File: config.mk
export PLATFORM = sky130hd
export DESIGN_NAME = uart_axis_bridge
export DESIGN_NICKNAME = d
export VERILOG_FILES = /design/src/rtl/uart_pkg.sv /design/src/rtl/uart_rx_fifo.sv /design/src/rtl/uart_axis_bridge.sv
export SDC_FILE = /design/constraint.sdc
export NUM_CORES = 1
export LEC_CHECK = 0
export BUFFER_PORTS_ARGS = -buffer_cell sky130_fd_sc_hd__buf_2
export CAP_MARGIN = 25
export CORE_ASPECT_RATIO = 0.75
export CORE_MARGIN = 2
export CORE_UTILIZATION = 65
export CTS_CLUSTER_DIAMETER = 40
export DETAILED_ROUTE_END_ITERATION = 8
export GPL_TIMING_DRIVEN = 0
export HOLD_SLACK_MARGIN = 0.05
export PLACE_DENSITY = 0.9
export SKIP_LAST_GASP = 1
export SYNTH_ARGS = -nofsm -noshare
export SYNTH_HDL_FRONTEND = slang
export SYNTH_SLANG_ARGS = --single-unit
File: constraint.sdc
create_clock -name i_clk -period 5.7 [get_ports i_clk]
set_clock_uncertainty 0.15 [all_clocks]
set_input_delay 0.57 -clock i_clk [delete_from_list [all_inputs] [get_ports i_clk]]
set_output_delay 0.57 -clock i_clk [all_outputs]
set_load 0.05 [all_outputs]
File: src/rtl/uart_pkg.sv
// uart_pkg: shared types, widths and baud helper for the UART/AXI-Stream bridge.
package uart_pkg;
    localparam int DATA_W = 8;

    typedef enum logic [1:0] {RX_IDLE, RX_START, RX_DATA, RX_STOP} rx_state_e;
    typedef enum logic [1:0] {TX_IDLE, TX_START, TX_DATA, TX_STOP} tx_state_e;

    function automatic int clks_per_bit(input int clk_hz, input int baud);
        return (clk_hz + baud / 2) / baud;
    endfunction
endpackage

File: src/rtl/uart_rx_fifo.sv
// uart_rx_fifo: first-word-fall-through byte FIFO buffering received UART data.
module uart_rx_fifo
    import uart_pkg::*;
#(
    parameter int DEPTH = 16
) (
    input  logic                   i_clk,
    input  logic                   i_rst_n,
    input  logic                   i_push,
    input  logic [DATA_W-1:0]      i_data,
    input  logic                   i_pop,
    output logic [DATA_W-1:0]      o_data,
    output logic                   o_full,
    output logic                   o_empty,
    output logic [$clog2(DEPTH):0] o_count
);
    localparam int AW = $clog2(DEPTH);
    localparam int CW = AW + 1;

    logic [DATA_W-1:0] mem_q [DEPTH];
    logic [DATA_W-1:0] mem_d [DEPTH];
    logic [AW-1:0]     wr_q, wr_d, rd_q, rd_d;
    logic [CW-1:0]     cnt_q, cnt_d;
    logic              do_push, do_pop;

    assign o_empty = cnt_q == '0;
    assign o_full  = cnt_q == CW'(DEPTH);
    assign o_count = cnt_q;
    assign o_data  = mem_q[rd_q];

    // A pop frees the slot this cycle, so a push into a full FIFO still lands.
    always_comb begin
        do_pop  = i_pop && !o_empty;
        do_push = i_push && (!o_full || do_pop);
        mem_d   = mem_q;
        if (do_push) mem_d[wr_q] = i_data;
        wr_d  = do_push ? wr_q + AW'(1) : wr_q;
        rd_d  = do_pop ? rd_q + AW'(1) : rd_q;
        cnt_d = cnt_q + CW'(do_push) - CW'(do_pop);
    end

    always_ff @(posedge i_clk or negedge i_rst_n) begin
        if (!i_rst_n) begin
            mem_q <= '{default: '0};
            wr_q  <= '0;
            rd_q  <= '0;
            cnt_q <= '0;
        end else begin
            mem_q <= mem_d;
            wr_q  <= wr_d;
            rd_q  <= rd_d;
            cnt_q <= cnt_d;
        end
    end
endmodule

File: src/rtl/uart_axis_bridge.sv
// uart_axis_bridge: 8N1 UART receiver/transmitter bridged to AXI-Stream byte ports,
// with a FWFT FIFO absorbing downstream back-pressure on the receive side.
module uart_axis_bridge
    import uart_pkg::*;
#(
    parameter int CLK_HZ        = 27_000_000,
    parameter int BAUD          = 115_200,
    parameter int RX_FIFO_DEPTH = 16
) (
    input  logic              i_clk,
    input  logic              i_rst_n,
    input  logic              i_uart_rx,
    output logic              o_uart_tx,
    output logic [DATA_W-1:0] m_axis_tdata,
    output logic              m_axis_tvalid,
    input  logic              m_axis_tready,
    input  logic [DATA_W-1:0] s_axis_tdata,
    input  logic              s_axis_tvalid,
    output logic              s_axis_tready,
    output logic              o_rx_frame_err,
    output logic              o_rx_overrun,
    output logic              o_tx_busy
);
    localparam int CPB = clks_per_bit(CLK_HZ, BAUD);
    localparam int CW  = $clog2(CPB + 1);
    localparam logic [CW-1:0] BIT_END  = CW'(CPB - 1);
    localparam logic [CW-1:0] HALF_END = CW'(CPB / 2 - 1);

    logic [1:0]                    rx_sync_q;
    rx_state_e                     rx_state_q, rx_state_d;
    logic [CW-1:0]                 rx_cnt_q, rx_cnt_d;
    logic [2:0]                    rx_bit_q, rx_bit_d;
    logic [DATA_W-1:0]             rx_shift_q, rx_shift_d;
    logic                          frame_err_q, frame_err_d;
    logic                          overrun_q, overrun_d;
    logic                          rx_line, rx_push, rx_pop, fifo_full, fifo_empty;
    logic [$clog2(RX_FIFO_DEPTH):0] unused_count;

    tx_state_e                     tx_state_q, tx_state_d;
    logic [CW-1:0]                 tx_cnt_q, tx_cnt_d;
    logic [2:0]                    tx_bit_q, tx_bit_d;
    logic [DATA_W-1:0]             tx_shift_q, tx_shift_d;
    logic                          tx_q, tx_d;
    logic                          tx_rdy_q, tx_rdy_d;

    assign rx_line        = rx_sync_q[1];
    assign m_axis_tvalid  = !fifo_empty;
    assign rx_pop         = m_axis_tvalid && m_axis_tready;
    assign o_rx_frame_err = frame_err_q;
    assign o_rx_overrun   = overrun_q;
    assign o_uart_tx      = tx_q;
    assign s_axis_tready  = tx_rdy_q;
    assign o_tx_busy      = tx_state_q != TX_IDLE;

    uart_rx_fifo #(.DEPTH(RX_FIFO_DEPTH)) u_fifo (
        .i_clk   (i_clk),
        .i_rst_n (i_rst_n),
        .i_push  (rx_push),
        .i_data  (rx_shift_q),
        .i_pop   (rx_pop),
        .o_data  (m_axis_tdata),
        .o_full  (fifo_full),
        .o_empty (fifo_empty),
        .o_count (unused_count)
    );

    // START sampling at half a bit both rejects glitches and centres later samples.
    always_comb begin
        rx_state_d  = rx_state_q;
        rx_cnt_d    = rx_cnt_q + CW'(1);
        rx_bit_d    = rx_bit_q;
        rx_shift_d  = rx_shift_q;
        rx_push     = 1'b0;
        frame_err_d = 1'b0;
        case (rx_state_q)
            RX_IDLE: begin
                rx_cnt_d = '0;
                if (!rx_line) begin
                    rx_state_d = RX_START;
                    rx_bit_d   = '0;
                end
            end
            RX_START: if (rx_cnt_q == HALF_END) begin
                rx_cnt_d   = '0;
                rx_state_d = rx_line ? RX_IDLE : RX_DATA;
            end
            RX_DATA: if (rx_cnt_q == BIT_END) begin
                rx_cnt_d   = '0;
                rx_shift_d = {rx_line, rx_shift_q[DATA_W-1:1]};
                rx_bit_d   = rx_bit_q + 3'd1;
                if (rx_bit_q == 3'd7) rx_state_d = RX_STOP;
            end
            RX_STOP: if (rx_cnt_q == BIT_END) begin
                rx_cnt_d    = '0;
                rx_push     = rx_line;
                frame_err_d = !rx_line;
                rx_state_d  = RX_IDLE;
            end
            default: rx_state_d = RX_IDLE;
        endcase
        overrun_d = rx_push && fifo_full && !rx_pop;
    end

    always_comb begin
        tx_state_d = tx_state_q;
        tx_cnt_d   = tx_cnt_q + CW'(1);
        tx_bit_d   = tx_bit_q;
        tx_shift_d = tx_shift_q;
        tx_d       = tx_q;
        case (tx_state_q)
            TX_IDLE: begin
                tx_cnt_d = '0;
                tx_d     = 1'b1;
                if (s_axis_tvalid && tx_rdy_q) begin
                    tx_state_d = TX_START;
                    tx_shift_d = s_axis_tdata;
                    tx_d       = 1'b0;
                end
            end
            TX_START: if (tx_cnt_q == BIT_END) begin
                tx_cnt_d   = '0;
                tx_bit_d   = '0;
                tx_d       = tx_shift_q[0];
                tx_state_d = TX_DATA;
            end
            TX_DATA: if (tx_cnt_q == BIT_END) begin
                tx_cnt_d   = '0;
                tx_bit_d   = tx_bit_q + 3'd1;
                tx_shift_d = tx_shift_q >> 1;
                tx_d       = (tx_bit_q == 3'd7) ? 1'b1 : tx_shift_q[1];
                if (tx_bit_q == 3'd7) tx_state_d = TX_STOP;
            end
            TX_STOP: if (tx_cnt_q == BIT_END) begin
                tx_cnt_d   = '0;
                tx_state_d = TX_IDLE;
            end
            default: tx_state_d = TX_IDLE;
        endcase
        tx_rdy_d = tx_state_d == TX_IDLE;
    end

    always_ff @(posedge i_clk or negedge i_rst_n) begin
        if (!i_rst_n) begin
            rx_sync_q   <= 2'b11;
            rx_state_q  <= RX_IDLE;
            rx_cnt_q    <= '0;
            rx_bit_q    <= '0;
            rx_shift_q  <= '0;
            frame_err_q <= 1'b0;
            overrun_q   <= 1'b0;
            tx_state_q  <= TX_IDLE;
            tx_cnt_q    <= '0;
            tx_bit_q    <= '0;
            tx_shift_q  <= '0;
            tx_q        <= 1'b1;
            tx_rdy_q    <= 1'b0;
        end else begin
            rx_sync_q   <= {rx_sync_q[0], i_uart_rx};
            rx_state_q  <= rx_state_d;
            rx_cnt_q    <= rx_cnt_d;
            rx_bit_q    <= rx_bit_d;
            rx_shift_q  <= rx_shift_d;
            frame_err_q <= frame_err_d;
            overrun_q   <= overrun_d;
            tx_state_q  <= tx_state_d;
            tx_cnt_q    <= tx_cnt_d;
            tx_bit_q    <= tx_bit_d;
            tx_shift_q  <= tx_shift_d;
            tx_q        <= tx_d;
            tx_rdy_q    <= tx_rdy_d;
        end
    end
endmodule

Word level (Yosys, flattened, before mapping) --
Index checks and enable logic that the tools add are counted.
Storage, ports and cells: flip-flop bits (word level) 189, bits in latches 0, bits in writable memories 0, ROM bits 0, input port bits 13, output and inout bits 14, word-level logic and storage cells 136, memories 0
Cells by class: $add $sub $neg 8, $mul 0, divide/modulo/power cells 0, $lt $le $gt $ge 3, eq/ne operators 20, shifts and indexed selects 0, mux-type cells 42, bitwise gates (word level) 2, reduce and logical (&&, ||, !) cells 29
Operators by type and width (number):
- $bwmux 128 | 1
- $mux 8 | 8
- $bmux 8 s4 | 1
- $demux 8 s4 | 1
- $pmux 8 s2 | 2
- $pmux 8 s3 | 1
- $mux 2 | 11
- $add 8x1->8 const B | 2
- $eq 8x8->1 const B | 2
- $ne 2x2->1 const B | 8
- $pmux 2 s4 | 2
- $mux 3 | 4
- $pmux 3 s2 | 2
- $reduce_and 3->1 | 4
- $ge 5x5->1 const B | 2
- $not 4->5 | 2
- $add 4x1->4 const B | 2
- $eq 2x2->1 const B | 4
- $eq 8x7->1 const B | 1
- $mux 1 | 8
- $reduce_bool 2->1 | 4
- $logic_and 1x1->1 | 7
- $add 3x1->3 const B | 2
- $eq 3x3->1 const B | 2
- other kinds (15) | 21

Depth between registers and ports, before layout --
word-level depth 8, gate-level depth with buffers 15, gate-level depth less buffers 13

Hierarchy --
Synthesis repeated with hierarchy kept, for this count alone.
Second synthesis, totals: cell total of the unflattened synthesis 639, area, all modules 9108.7 µm²
By module, submodules not included:
- uart_rx_fifo | instances 1, cells each 424, area an instance 6691.4 µm², sequential area each 3528.4 µm²
- uart_axis_bridge | instances 1, cells each 215, area an instance 2417.3 µm², sequential area each 1204.9 µm²

Worst setup path after synthesis --
Ideal clock, no wire load.
path kind register to register, from register u_fifo.cnt_q[3], in the netlist u_fifo.o_count[3], to register u_fifo.cnt_q[4], in the netlist u_fifo.o_count[4], data arrival time 2968 ps, slack 2502 ps, stages on the path, launching flop included 15, buffers on the path 1, clock period less this slack 3198 ps, cells stage by stage dfrtp_1 -> inv_1 -> ha_1 -> or4b_1 -> and2_1 -> clkbuf_1 -> ha_1 -> inv_1 -> ha_1 -> inv_1 -> fa_1 -> inv_1 -> a21oi_1 -> o21bai_1 -> xnor2_1
Between the ends: word-level cells in the longest chain between the ends 8, elaborated cells between the ends (all ways) 10, those cells by class 2 x add/sub; 1 x eq/ne; 7 x reduce/logical
Ends and longest elaborated chain:
- start: declaration | RTL line uart_rx_fifo.sv:23 | logic [CW-1:0] cnt_q, cnt_d;
- start signal: assignment | RTL line uart_rx_fifo.sv:52 | cnt_q <= cnt_d;
- $logic_not 5->1 * | RTL line uart_rx_fifo.sv:26 | assign o_empty = cnt_q == '0;
- $logic_not 1->1 * | RTL line uart_axis_bridge.sv:47 | assign m_axis_tvalid = !fifo_empty;
- net m_axis_tvalid | RTL line uart_axis_bridge.sv:15 | output logic m_axis_tvalid,
- $logic_and 1x1->1 | RTL line uart_axis_bridge.sv:48 | assign rx_pop = m_axis_tvalid && m_axis_tready;
- $logic_and 1x1->1 * | RTL line uart_rx_fifo.sv:33 | do_pop = i_pop && !o_empty;
- net u_fifo.do_pop | RTL line uart_rx_fifo.sv:24 | logic do_push, do_pop;
- $logic_or 1x1->1 | RTL line uart_rx_fifo.sv:34 | do_push = i_push && (!o_full || do_pop);
- $logic_and 1x1->1 | RTL line uart_rx_fifo.sv:34
- $add 5x1->5 | RTL line uart_rx_fifo.sv:39 | cnt_d = cnt_q + CW'(do_push) - CW'(do_pop);
- $sub 5x1->5 * | RTL line uart_rx_fifo.sv:39
- net u_fifo.cnt_d[4] | RTL line uart_rx_fifo.sv:23
The timed path passes the listed nets; every way through them passes the cells marked *. A chain may end at the register's enable or synchronous reset.

Worst setup path after layout --
from register u_fifo.rd_q[1], to output port m_axis_tdata[7]
Between the ends: word-level cells in the longest chain between the ends 4
Ends and longest elaborated chain:
- start: declaration | RTL line uart_rx_fifo.sv:22 | logic [AW-1:0] wr_q, wr_d, rd_q, rd_d;
- start signal: assignment | RTL line uart_rx_fifo.sv:51 | rd_q <= rd_d;
- $not 4->5 (not written as such) | RTL line uart_rx_fifo.sv:29 | assign o_data = mem_q[rd_q];
- $bmux 8 s4 | RTL line uart_rx_fifo.sv:29
- $mux 8 (not written as such) (2 in series) | RTL line uart_rx_fifo.sv:29
- end: declaration | RTL line uart_axis_bridge.sv:14 | output logic [DATA_W-1:0] m_axis_tdata,
No other way between the ends. The select of a mux whose other input is x is not followed.

==> summary.md <==
| Metric | Value |
|---|---|
| Simple-gate share of the synthesized area | `8.56%` |
| Worst EP required | `4.98 ns` |
| Number of max-cap violations | `0` |
| Inserted Diodes | `0` |
| CTS sink cnt | `189` |
| 1st-pass router iterations | `6` |
| DP Area | `0.00945 mm^2` |
| Largest family of logic cells by synthesized area | `multiplexers` |
| Ys async rst share | `100%` |
| Max VDD drop | `0.245 mV` |
| Num ports | `27` |
| Xor and xnor area share after synthesis | `2.13%` |
| Total CTS buffers | `17` |
| P&R area growth vs syn | `10.6%` |
| Average cell area after synthesis | `14.3 um^2` |
| Post-CTS Setup Inserts | `0` |
| CTS H-tree lvls | `4` |
| Crit. Startpoint | `u_fifo.rd_q[1]$_DFFE_PN0P_` |
| Hold Path Class | `input port to flop` |
| Reg2Reg Depth | `14` |
| Register clock-pin slew on the reported worst setup and hold paths | `0.07 ns` |
| Capturing point of the worst reg2reg path | `u_fifo.o_count[4]$_DFF_PN0_` |
| RR Startpoint | `u_fifo.o_count[2]$_DFF_PN0_` |
| WL/cell | `22.5 um` |
| Die W | `140 um` |
| Core Rows | `37` |
| Ys flop type | `dfrtp_1` |
| Critical Path Start Type | `flop` |
| Fin. Hold Viols | `0` |
| Worst Path Max Fanout | `10` |
| Clk root buf | `clkbuf_16` |
| Max clock buf depth | `2` |
| Syn Nets | `670` |
| Drt total wl | `19,500 um` |
| Total GRT Usage | `28.4%` |
| Post-synth cell types | `51` |
| Port-buffer cells | `26` |
| Chip Height | `106 um` |
| Starting density of the core | `66.4%` |
| Leakage | `0.00499 uW` |
| Initial antenna violation count | `0` |
| Arr. time, crit path | `3.07 ns` |
| Vias in the first global route | `5,952` |
| Syn Inst Count | `632` |
| CTS tree | `yes` |
| Top cells by area, synth | `dfrtp_1 51%, mux2_2 18%, mux4_2 8.0%` |
| First-pass GRT wire length | `31,700 um` |
| Max incr delay on CP | `0.66 ns` |
| Endpoint class of the critical path | `output pin` |
| CP dominant cell by count | `clkbuf_1` |
| Slowest CP cell | `clkbuf_1` |
| Post-synth EDFFs | `0` |
| Hold Path Stages | `1` |
| Design Power | `3070 uW` |
| Starting DRT DRC Count | `478` |
| Status | `completed` |
| Post-route DRC violation count | `0` |
| Crit path to | `m_axis_tdata[7]` |
| R2r setup slk | `2.52 ns` |
| Pre-CTS WS | `2.54 ns` |
| Max frequency | `264 MHz` |
| Gpl congestion | `0.844` |
| Detailed placer's ending HPWL | `12,800 um` |
| Vias/cell | `6.43` |
| Via count | `5,576` |
| Post-Synthesis Cell Area | `0.00906 mm^2` |
| Final period util | `66.5%` |
| Pwr/cell area | `307 mW/mm^2` |
| # hold bufs at CTS | `1` |
| Compound-Gate Fraction of Synth Area | `3.20%` |
| Setup-failing EPs final | `0` |
| Pin count of the biggest net entering global routing | `126` |
| Worst-margin pin slew | `0.805 ns` |
| Largest area contributor in the synthesized netlist | `dfrtp_1` |
| Yosys top cell area share | `51.4%` |
| Ys Warns | `0` |
| Mux cell area share after synthesis | `27.8%` |
| Setup TNS Final | `0 ns` |
| Critical path's top delay family | `buffers and inverters` |
| Net total in the final layout | `717` |
| Post_cts resized | `0` |
| Most common cell after layout, fill and taps aside | `dfrtp_1` |
| Total die area | `0.0149 mm^2` |
| Worst-Skew Late Latency | `0.43 ns` |
| Post-route ant nets | `0` |
| Sequential-to-total area share from yosys stat | `52.2%` |
| WP depth | `6` |
| Sum of buffers and inverters on the critical path | `3` |
| Total global routing overflow | `0` |
| Final min period | `3.79 ns` |
| Layout cells sized above 1 | `40.5%` |
| Synthesis-stage register bit count | `189` |
| Final core area utilization | `73.4%` |
| Leading cell types in the layout, fill and taps excluded | `186 x dfrtp_1, 148 x mux2_2, 32 x mux4_2, 31 x buf_2` |
| RSZ-0062 raised after global routing | `false` |
| Max-slew violation count | `0` |
| Post-Synth Adder-Cell Area | `3.53%` |
| Worst setup margin | `1.91 ns` |
| Max_slew headroom | `46.3%` |
| Design area | `0.0100 mm^2` |
| CP Class | `flop to output pin` |
| Core ar. | `0.0137 mm^2` |
| Cell chain of the critical path | `clkbuf_1, clkbuf_1, mux4_2, a22oi_1, nand2_1, buf_2` |
[state kept, by name (all words and copies together), names as in the netlist, named ones only]
name,count
rx_sync_q,2
tx_bit_q,3
u_fifo.o_count,5
s_axis_tready,1
o_rx_overrun,1
tx_state_q,2
rx_shift_q,8
tx_shift_q,8
o_uart_tx,1
u_fifo.mem_q,128
u_fifo.rd_q,4
rx_bit_q,3
rx_cnt_q,8
rx_state_q,1
u_fifo.wr_q,4
tx_cnt_q,8
o_rx_frame_err,1
[Yosys cell counts, types with 3 or more instances]
cell / number
ha_1: 24
nand4b_1: 4
dfrtp_1: 186
xnor2_1: 12
clkbuf_1: 23
mux2_4: 5
mux2_2: 148
inv_1: 21
and2_1: 4
dfstp_2: 3
buf_2: 6
nor2b_1: 7
nand2_1: 24
mux4_2: 32
and3_1: 5
nand4_2: 9
mux2_1: 3
a22oi_1: 18
xor2_1: 10
nor3_1: 4
a21oi_1: 3
o21ai_0: 9
nor2_1: 22
nand3_1: 9
nand4_4: 7
[cell families after synthesis]
family	Yosys count
AO/OA/AOI/OAI	42
XOR/XNOR	22
flip-flops	189
multiplexers	190
adder cells (fa/ha/maj)	25
buffers and inverters	54
AND/OR/NAND/NOR	110
[worst min-delay path by stage]
stage               slack [ns]                   start                     end
floorplan                 0.12                 i_rst_n               async pin
global placement          0.20  rx_sync_q[0]$_DFF_PN1_  rx_sync_q[1]$_DFF_PN1_
detailed placement        0.20  rx_sync_q[0]$_DFF_PN1_  rx_sync_q[1]$_DFF_PN1_
CTS                       0.07               i_uart_rx  rx_sync_q[0]$_DFF_PN1_
global route              0.07               i_uart_rx  rx_sync_q[0]$_DFF_PN1_
finish                    0.09               i_uart_rx  rx_sync_q[0]$_DFF_PN1_
[per-stage QoR]
step	hold WS, ns	cells
global route	0.0677	867
global placement	0.197	833
finish	0.0860	867
detailed placement	0.197	834
CTS	0.0719	867
floorplan	0.124	632
[where the power goes]
part	switching [uW]	internal, uW
clock	514	614
sequential	40.6	1380
combinational	325	199
[area by class of cell]
type | instances | area (um^2)
tap | 175 | 219
fill | 826 | 3640
multi-input combinational | 389 | 4100
buffer | 33 | 155
clock buffer | 19 | 443
clock inverter | 13 | 118
sequential | 189 | 4730
timing repair buffer | 28 | 178
inverter | 21 | 78.8
[metal layers]
layer | vias to the layer above | track usage [%] | routed length, um
met3 | 52 | 8.38 | 1370
met4 | 0 | 11.8 | 518
met2 | 231 | 44.9 | 9570
met5 | - | 0 | 0
li1 | 2411 | - | -
met1 | 2882 | 37.3 | 8040
Power figures use the tool's default switching activity.
